`config.mk`:
```
export PLATFORM = sky130hd
export DESIGN_NAME = l2_request_arbiter
export DESIGN_NICKNAME = d
export VERILOG_FILES = /design/src/rtl/xentry_pkg.sv /design/src/rtl/l2_request_arbiter.sv
export SDC_FILE = /design/constraint.sdc
export NUM_CORES = 1
export LEC_CHECK = 0
export CORE_AREA = 5 5 113 115
export DETAILED_ROUTE_END_ITERATION = 12
export DIE_AREA = 0 0 118 120
export PLACE_DENSITY = 0.68
export REMOVE_ABC_BUFFERS = 1
export SETUP_SLACK_MARGIN = 0.05
export SYNTH_ARGS = -nofsm -noshare
export SYNTH_HDL_FRONTEND = slang
export SYNTH_SLANG_ARGS = --single-unit
```
`constraint.sdc`:
```
create_clock -name clk -period 2.6 [get_ports clk]
set_input_delay 0.52 -clock clk [delete_from_list [all_inputs] [get_ports clk]]
set_output_delay 0.52 -clock clk [all_outputs]
set_load 0.01 [all_outputs]
```
`src/rtl/xentry_pkg.sv`:
```
// Shared types for the L1/L2 request interface.
package xentry_pkg;

   typedef enum logic {
      LOAD  = 1'b0,
      STORE = 1'b1
   } memory_operation_e;

   typedef enum logic [1:0] {
      OWNER_NONE,
      OWNER_ICACHE,
      OWNER_DCACHE
   } l2_owner_e;

endpackage

```
`src/rtl/l2_request_arbiter.sv`:
```
// Round-robin owner of the single L2 request port; a grant lasts for a whole
// line transfer so fill beats from the two L1 caches never interleave.
module l2_request_arbiter
   import xentry_pkg::*;
#(
   parameter int LINE_SIZE = 16,
   parameter int XLEN      = 32
) (
   input  logic              clk,
   input  logic              reset_n,
   input  logic [XLEN-1:0]   ic_req_address,
   input  memory_operation_e ic_req_type,
   input  logic              ic_req_valid,
   input  logic [XLEN-1:0]   ic_word_to_store,
   output logic [XLEN-1:0]   ic_fetched_word,
   output logic              ic_req_fulfilled,
   input  logic [XLEN-1:0]   dc_req_address,
   input  memory_operation_e dc_req_type,
   input  logic              dc_req_valid,
   input  logic [XLEN-1:0]   dc_word_to_store,
   output logic [XLEN-1:0]   dc_fetched_word,
   output logic              dc_req_fulfilled,
   output logic [XLEN-1:0]   l2_req_address,
   output memory_operation_e l2_req_type,
   output logic              l2_req_valid,
   output logic [XLEN-1:0]   l2_word_to_store,
   input  logic [XLEN-1:0]   l2_fetched_word,
   input  logic              l2_req_fulfilled
);

   localparam int BEATS_PER_LINE = LINE_SIZE / (XLEN / 8);
   localparam int CW             = $clog2(BEATS_PER_LINE) + 1;

   typedef enum logic [1:0] {
      IDLE,
      GRANT_IC,
      GRANT_DC
   } state_e;

   state_e    state_q;
   logic      prefer_dc_q;
   logic [CW-1:0] cnt_q;

   l2_owner_e owner;
   logic      own_vld, oth_vld, beat, line_done, release_grant;
   logic [CW-1:0] cnt_inc;

   always_comb begin
      case (state_q)
         GRANT_IC: owner = OWNER_ICACHE;
         GRANT_DC: owner = OWNER_DCACHE;
         default:  owner = OWNER_NONE;
      endcase
   end

   // Everything the port carries is steered by the registered owner only.
   always_comb begin
      l2_req_valid     = 1'b0;
      l2_req_address   = '0;
      l2_req_type      = LOAD;
      l2_word_to_store = '0;
      ic_fetched_word  = '0;
      ic_req_fulfilled = 1'b0;
      dc_fetched_word  = '0;
      dc_req_fulfilled = 1'b0;
      case (owner)
         OWNER_ICACHE: begin
            l2_req_valid     = ic_req_valid;
            l2_req_address   = ic_req_address;
            l2_req_type      = ic_req_type;
            l2_word_to_store = ic_word_to_store;
            ic_fetched_word  = l2_fetched_word;
            ic_req_fulfilled = l2_req_fulfilled;
         end
         OWNER_DCACHE: begin
            l2_req_valid     = dc_req_valid;
            l2_req_address   = dc_req_address;
            l2_req_type      = dc_req_type;
            l2_word_to_store = dc_word_to_store;
            dc_fetched_word  = l2_fetched_word;
            dc_req_fulfilled = l2_req_fulfilled;
         end
         default: ;
      endcase
   end

   assign own_vld       = (state_q == GRANT_IC) ? ic_req_valid : dc_req_valid;
   assign oth_vld       = (state_q == GRANT_IC) ? dc_req_valid : ic_req_valid;
   assign beat          = l2_req_valid & l2_req_fulfilled;
   assign cnt_inc       = cnt_q + CW'(beat);
   // The final beat closes the line in the same cycle it is fulfilled.
   assign line_done     = (cnt_inc == CW'(BEATS_PER_LINE));
   assign release_grant = !own_vld || line_done;

   always_ff @(posedge clk or negedge reset_n) begin
      if (!reset_n) begin
         state_q     <= IDLE;
         prefer_dc_q <= 1'b1;
         cnt_q       <= '0;
      end else begin
         case (state_q)
            IDLE: begin
               cnt_q <= '0;
               if (ic_req_valid && dc_req_valid)
                  state_q <= prefer_dc_q ? GRANT_DC : GRANT_IC;
               else if (dc_req_valid)
                  state_q <= GRANT_DC;
               else if (ic_req_valid)
                  state_q <= GRANT_IC;
            end
            GRANT_IC, GRANT_DC: begin
               if (release_grant) begin
                  prefer_dc_q <= (state_q == GRANT_IC);
                  cnt_q       <= '0;
                  if (oth_vld)
                     state_q <= (state_q == GRANT_IC) ? GRANT_DC : GRANT_IC;
                  else if (!own_vld)
                     state_q <= IDLE;
               end else begin
                  cnt_q <= cnt_inc;
               end
            end
            default: state_q <= IDLE;
         endcase
      end
   end

endmodule
```
After elaboration in Yosys (flattened, before gate mapping)
Cells that the tools add are included.
{"block": "word_totals", "ff_bits": 6, "latchBits": 0, "mem_bits_rw": 0, "mem_bits_ro": 0, "input_bits": 167, "out_inout_bits": 132, "wordCells": 43, "mem_count": 0}
{"block": "classes", "n_addsub": 1, "n_mul": 0, "div": 0, "order_cmp": 0, "eq_ne": 8, "shifts": 0, "n_mux": 22, "bitwise": 1, "n_reduce_logical": 8}
{"cell": "one-hot mux 32 bit (2 select lines)", "n": 2}
{"cell": "two-way mux 32 bit", "n": 2}
{"cell": "two-way mux 2 bit", "n": 8}
{"cell": "one-hot mux 2 bit (2 select lines)", "n": 2}
{"cell": "one-hot mux 3 bit (2 select lines)", "n": 1}
{"cell": "equality test 2 x 1 -> 1 bit, second input constant", "n": 2}
{"cell": "equality test 2 bit, second input constant", "n": 2}
{"cell": "two-way mux 1 bit", "n": 4}
{"cell": "inequality test 4 bit, second input constant", "n": 1}
{"cell": "one-hot mux 1 bit (2 select lines)", "n": 2}
{"cell": "adder 3 x 1 -> 3 bit", "n": 1}
{"cell": "equality test 3 bit, second input constant", "n": 1}
{"cell": "two-way mux 3 bit", "n": 1}
{"cell": "inequality test 3 bit, second input constant", "n": 1}
{"cell": "AND reduction 3 bit", "n": 1}
{"cell": "logical NOT 2 bit", "n": 1}
{"cell": "inequality test 2 bit, second input constant", "n": 1}
{"cell": "AND reduction 2 bit", "n": 1}
{"cell": "nonzero test 2 bit", "n": 1}
{"cell": "OR reduction 2 bit", "n": 1}
{"cell": "bitwise AND 1 bit", "n": 1}
{"cell": "logical AND 1 bit", "n": 1}
{"cell": "logical NOT 1 bit", "n": 1}
{"cell": "logical OR 1 bit", "n": 1}

Logic depth before layout (Yosys ltp)
{"block": "depth", "depth_word": 10, "depth_mapped": 12, "depth_no_buf": 11}

Worst setup path before layout
OpenSTA, ideal clock, no wires.
{"block": "synth_path", "path_type": "register -> register", "from": "reg state_q[0]", "to": "reg state_q[0]", "setup_ps": 122, "t_arrival_ps": 2556, "t_required_ps": 2478, "setup_slack_ps": -77, "stages_incl_launch_ff": 12, "n_path_buf": 1, "cell_sequence": "dfrtp_1 inv_1 ha_1 clkbuf_1 nor2b_1 and2_1 ha_1 ha_1 nor2_1 nand4_1 a22o_1 a32o_1"}
{"block": "synth_between", "elab_chain_len": 10, "elab_cells_between_ends": 23, "cone_classes": "add/sub: 1; eq/ne: 8; mux: 8; bitwise: 1; reduce/logical: 5"}
{"element": "start: declaration", "line": "l2_request_arbiter.sv:40", "rtl": "state_e state_q;"}
{"element": "start signal: assignment", "line": "l2_request_arbiter.sv:105", "rtl": "state_q <= prefer_dc_q ? GRANT_DC : GRANT_IC;"}
{"element": "start signal: assignment", "line": "l2_request_arbiter.sv:116", "rtl": "state_q <= (state_q == GRANT_IC) ? GRANT_DC : GRANT_IC;"}
{"element": "equality test 2 bit / equality test 2 x 1 -> 1 bit (equally long branches)", "line": "l2_request_arbiter.sv:49", "rtl": "case (state_q)"}
{"element": "one-hot mux 2 bit (2 select lines) *", "line": "l2_request_arbiter.sv:49"}
{"element": "equality test 2 bit / equality test 2 x 1 -> 1 bit (equally long branches)", "line": "l2_request_arbiter.sv:66", "rtl": "case (owner)"}
{"element": "one-hot mux 1 bit (2 select lines) *", "line": "l2_request_arbiter.sv:66"}
{"element": "named net l2_req_valid", "line": "l2_request_arbiter.sv:25", "rtl": "output logic l2_req_valid,"}
{"element": "bitwise AND 1 bit *", "line": "l2_request_arbiter.sv:89", "rtl": "assign beat = l2_req_valid & l2_req_fulfilled;"}
{"element": "adder 3 x 1 -> 3 bit *", "line": "l2_request_arbiter.sv:90", "rtl": "assign cnt_inc = cnt_q + CW'(beat);"}
{"element": "equality test 3 bit *", "line": "l2_request_arbiter.sv:92", "rtl": "assign line_done = (cnt_inc == CW'(BEATS_PER_LINE));"}
{"element": "logical OR 1 bit *", "line": "l2_request_arbiter.sv:93", "rtl": "assign release_grant = !own_vld || line_done;"}
{"element": "inequality test 2 bit (no source line) *"}
{"element": "AND reduction 3 bit (no source line) *"}
Mark *: on every way through the listed nets, which the timed path passes. The rest lies on a longest branch. The select of a mux whose other input is x is not followed.
A chain may end at the register's enable or synchronous reset.

Final worst setup path
{"block": "layout_path", "from": "reg state_q[0]", "to": "out l2_word_to_store[1]"}
{"block": "layout_between", "elab_chain_len": 4, "elab_cells_between_ends": 6, "cone_classes": "eq/ne: 4; mux: 2"}
{"element": "equality test 2 bit / equality test 2 x 1 -> 1 bit (equally long branches)", "line": "l2_request_arbiter.sv:49"}
{"element": "one-hot mux 2 bit (2 select lines) *", "line": "l2_request_arbiter.sv:49"}
{"element": "equality test 2 bit / equality test 2 x 1 -> 1 bit (equally long branches)", "line": "l2_request_arbiter.sv:66"}
{"element": "one-hot mux 32 bit (2 select lines) *", "line": "l2_request_arbiter.sv:66"}
{"element": "end: declaration", "line": "l2_request_arbiter.sv:26", "rtl": "output logic [XLEN-1:0] l2_word_to_store,"}
Mark *: on every way between the ends. The rest lies on a longest branch, timed or not.

==> impl_metrics.csv <==
group,metric,value,unit
timing,finalCritPeriodShare,97.6,%
grt,grt_max_degree,36,
detailed_routing,ant_nets,0,
floorplanning,dieWidth,118,µm
cts,cts_buffer_depth,2,
floorplanning,io_pins,299,
grt,grt_pass1_wl,19100,µm
cts,cts_tree,"done",
detailed_routing,route.vias.total,3175,
worst_setup_path,cp_slowest_cell,"clkdlybuf4s50_1",
power,power,3.91,mW
floorplanning,start_util,16.0,%
worst_setup_path,r2r-start,"state_q[0]$_DFFE_PN0P_",
power,powerDensity,713,mW/mm²
worst_setup_path,worstSetupEndpointType,"primary output",
hold_path,hold_end,"cnt_q[0]$_DFFE_PN0P_",
synthesis,synth_cells,273,
power,p_leak,2.76,nW
cts,clock_latency,0.23,ns
placed_design,portBuffers,298,
worst_setup_path,criticalPathCategory,"register to primary output",
worst_setup_path,slowest_delay,0.58,ns
synthesis,ys_ff_latch,6,
floorplanning,design.die.area,0.0142,mm²
outcome,status,"finished clean",
cells_and_area,syn2layout_area_growth,193,%
cts,clkTransAtPathRegs,0.04,ns
hold_path,min-delay-start,"cnt_q[0]$_DFFE_PN0P_",
worst_setup_path,worstPathRequired,2.08,ns
detailed_routing,drt_wl_total,13200,µm
timing,drv_slew,0,
cts,numCtsBuffers,3,
timing,setup_violations,0,
worst_setup_path,cp_top_family,"buffers and inverters",
job,drv_cap,0,
synthesis,synth_area,0.00187,mm²
cts,cts_root_buffer,"clkbuf_16",
grt,antenna_found_initial,0,
timing,rsz0062_at_grt,"true",
cells_and_area,nNetsFinal,747,
hold_path,min_path_type,"register to register",
worst_setup_path,reg2reg_slack,0.11,ns
hold_path,whs_path_depth,2,
detailed_routing,drt-initial-drc-count,167,
synthesis,seq_area_frac_synth,8.08,%
floorplanning,placementRows,40,
worst_setup_path,crit_chain,"inv_4 -> ha_4 -> buf_12 -> a22oi_1 -> nor2b_1 -> clkdlybuf4s50_1",
timing,worst_pin_slew,0.355,ns
worst_setup_path,critPathBufInv,3,
detailed_routing,first_pass_iters,5,
floorplanning,die_h,120,µm
worst_setup_path,arrival,2.02,ns
timing,max-slew-margin-rel,76.3,%
worst_setup_path,crit_fanout,23,
synthesis,avgSynthCellArea,6.87,µm²
synthesis,synth_cell_types,22,
cts,cts.sinks,6,
worst_setup_path,reg2reg_depth,12,
timing,min_period,2.54,ns
synthesis,yosysWarnings,0,
worst_setup_path,worst_setup_path_start_kind,"register",
timing,fmax,0.394,GHz
cells_and_area,layout-drive-gt1-share,7.34,%
placed_design,hpwl,10600,µm
cells_and_area,final_util,46.8,%
worst_setup_path,cp_num_cells,6,
detailed_routing,wl_per_cell,18.3,µm
floorplanning,coreArea,0.0117,mm²
timing,hold_viol,0,
timing,setup_tns,0,ns
cts,htreeDepth,1,
grt,grt_pass1_vias,3208,
placed_design,gp_congestion,0.791,
worst_setup_path,r2r-end,"state_q[0]$_DFFE_PN0P_",
power,peakVddDrop,807,µV
cells_and_area,diodes,0,
grt,grt-ovfl-total,0,
grt,grt_use_total,16.8,%
detailed_routing,drc,0,
detailed_routing,avgViaCountPerCell,4.42,
timing,skew,0.00589,ns
## how the worst max path moves through the flow
stage                                start                      to
floorplan           state_q[0]$_DFFE_PN0P_  state_q[0]$_DFFE_PN0P_
global placement              dc_req_valid  state_q[0]$_DFFE_PN0P_
detailed placement            dc_req_valid  state_q[0]$_DFFE_PN0P_
CTS                 state_q[0]$_DFFE_PN0P_      l2_req_address[16]
global route        state_q[0]$_DFFE_PN0P_  state_q[0]$_DFFE_PN0P_
finish              state_q[0]$_DFFE_PN0P_     l2_word_to_store[1]
## per-stage QoR
step,setup slack (ns),instance area (µm²),cells,hold WS [ns]
after floorplan,-1.33,1760,244,0.224
after global placement,-0.0529,5080,703,0.490
after detailed placement,-0.111,5080,703,0.491
after CTS,-0.0220,5320,713,0.504
after global routing,-0.0303,5490,719,0.527
final,0.0623,5490,719,0.507
## sequential cells by signal, summed over array words and instances (netlist names)
signal       flops
prefer_dc_q      1
cnt_q            3
state_q          2
## placed cells by master, fill, tap and decap left out
cell / Yosys / layout
a211oi_1: 1 / 1
a21o_1: 1 / 1
a21oi_1: 3 / 3
a22o_1: 3 / 3
a22oi_1: 66 / 66
a32o_1: 2 / 2
and2_1: 67 / 67
buf_12: 0 / 6
buf_16: 0 / 3
buf_4: 0 / 13
buf_6: 0 / 2
buf_8: 0 / 2
bufbuf_16: 0 / 1
clkbuf_1: 26 / 1
clkbuf_16: 0 / 3
clkdlybuf4s50_1: 0 / 217
dfrtp_1: 5 / 3
dfrtp_2: 0 / 2
dfstp_2: 1 / 1
dlygate4sd2_1: 0 / 43
dlymetal6s2s_1: 0 / 37
ha_1: 7 / 2
ha_2: 0 / 1
ha_4: 0 / 4
inv_4: 0 / 2
mux2i_1: 2 / 2
nand2_1: 7 / 7
nand2b_1: 1 / 1
nand4_1: 1 / 1
nor2_1: 4 / 3
nor2_2: 0 / 1
nor2b_1: 68 / 68
o21ai_0: 2 / 2
xor2_2: 1 / 1
## what timing repair did
item                                    in CTS  in global routing
gates cloned                                 4                  0
hold buffers                                 0                  0
gates resized for setup                     62                 44
endpoints found under the setup margin      69                 72
setup buffers                                2                  6
pin swaps                                    1                  4
## worst register-to-register path, delay by kind of cell (launching register included)
| family | cells | cell delay (ns) |
|---|---|---|
| adders and majority gates | 3 | 0.57 |
| AOI/OAI and AO/OA | 3 | 0.52 |
| DFF | 1 | 0.45 |
| and+or+nand+nor | 3 | 0.45 |
| buffers and inverters | 2 | 0.23 |
| xor gates and xnor gates | 1 | 0.15 |
## Yosys cell counts
master | instances | share of area, %
nor2b_1 | 68 | 23
and2_1 | 67 | 22
a22oi_1 | 66 | 26
clkbuf_1 | 26 | 5.2
ha_1 | 7 | 4.7
nand2_1 | 7 | 1.4
dfrtp_1 | 5 | 6.7
nor2_1 | 4 | 0.80
a21oi_1 | 3 | 0.80
a22o_1 | 3 | 1.4
a32o_1 | 2 | 1.1
buf_2 | 2 | 0.53
inv_1 | 2 | 0.40
mux2i_1 | 2 | 1.1
o21ai_0 | 2 | 0.53
a211oi_1 | 1 | 0.40
a21o_1 | 1 | 0.40
buf_1 | 1 | 0.20
dfstp_2 | 1 | 1.4
nand2b_1 | 1 | 0.33
nand4_1 | 1 | 0.33
xor2_2 | 1 | 0.87
## metal layers
| layer | track usage (%) | vias to the layer above | part of all wire, % |
|---|---|---|---|
| li1 | - | 1551 | - |
| met5 | 0 | - | 0 |
| met4 | 3.37 | 0 | 1.6 |
| met2 | 29.2 | 169 | 49 |
| met3 | 3.82 | 16 | 7.3 |
| met1 | 21.3 | 1439 | 42 |
## cells by family (layout without fill, tap and decap cells)
group / after synthesis / after routing / share of synthesized area, %
XOR/XNOR: 1 / 1 / 0.868
AO/OA/AOI/OAI: 78 / 78 / 31.0
multiplexers: 2 / 2 / 1.07
buffers and inverters: 31 / 330 / 6.34
flip-flops: 6 / 6 / 8.08
AND/OR/NAND/NOR: 148 / 148 / 47.9
adder cells (fa/ha/maj): 7 / 7 / 4.67
## power by group
part | internal, mW | switching [mW]
logic | 1.96 | 1.54
clock network | 0.204 | 0.0589
registers | 0.121 | 0.0307
## layout make-up
cell class                      instances  area (µm²)
Fill cell                            1144        6230
Timing Repair Buffer                  324        3400
Inverter                                2        12.5
Clock buffer                            4        78.8
Sequential cell                         6         154
Multi-Input combinational cell        236        1660
Tap cell                              147         184
Power figures use the tool's default switching activity.
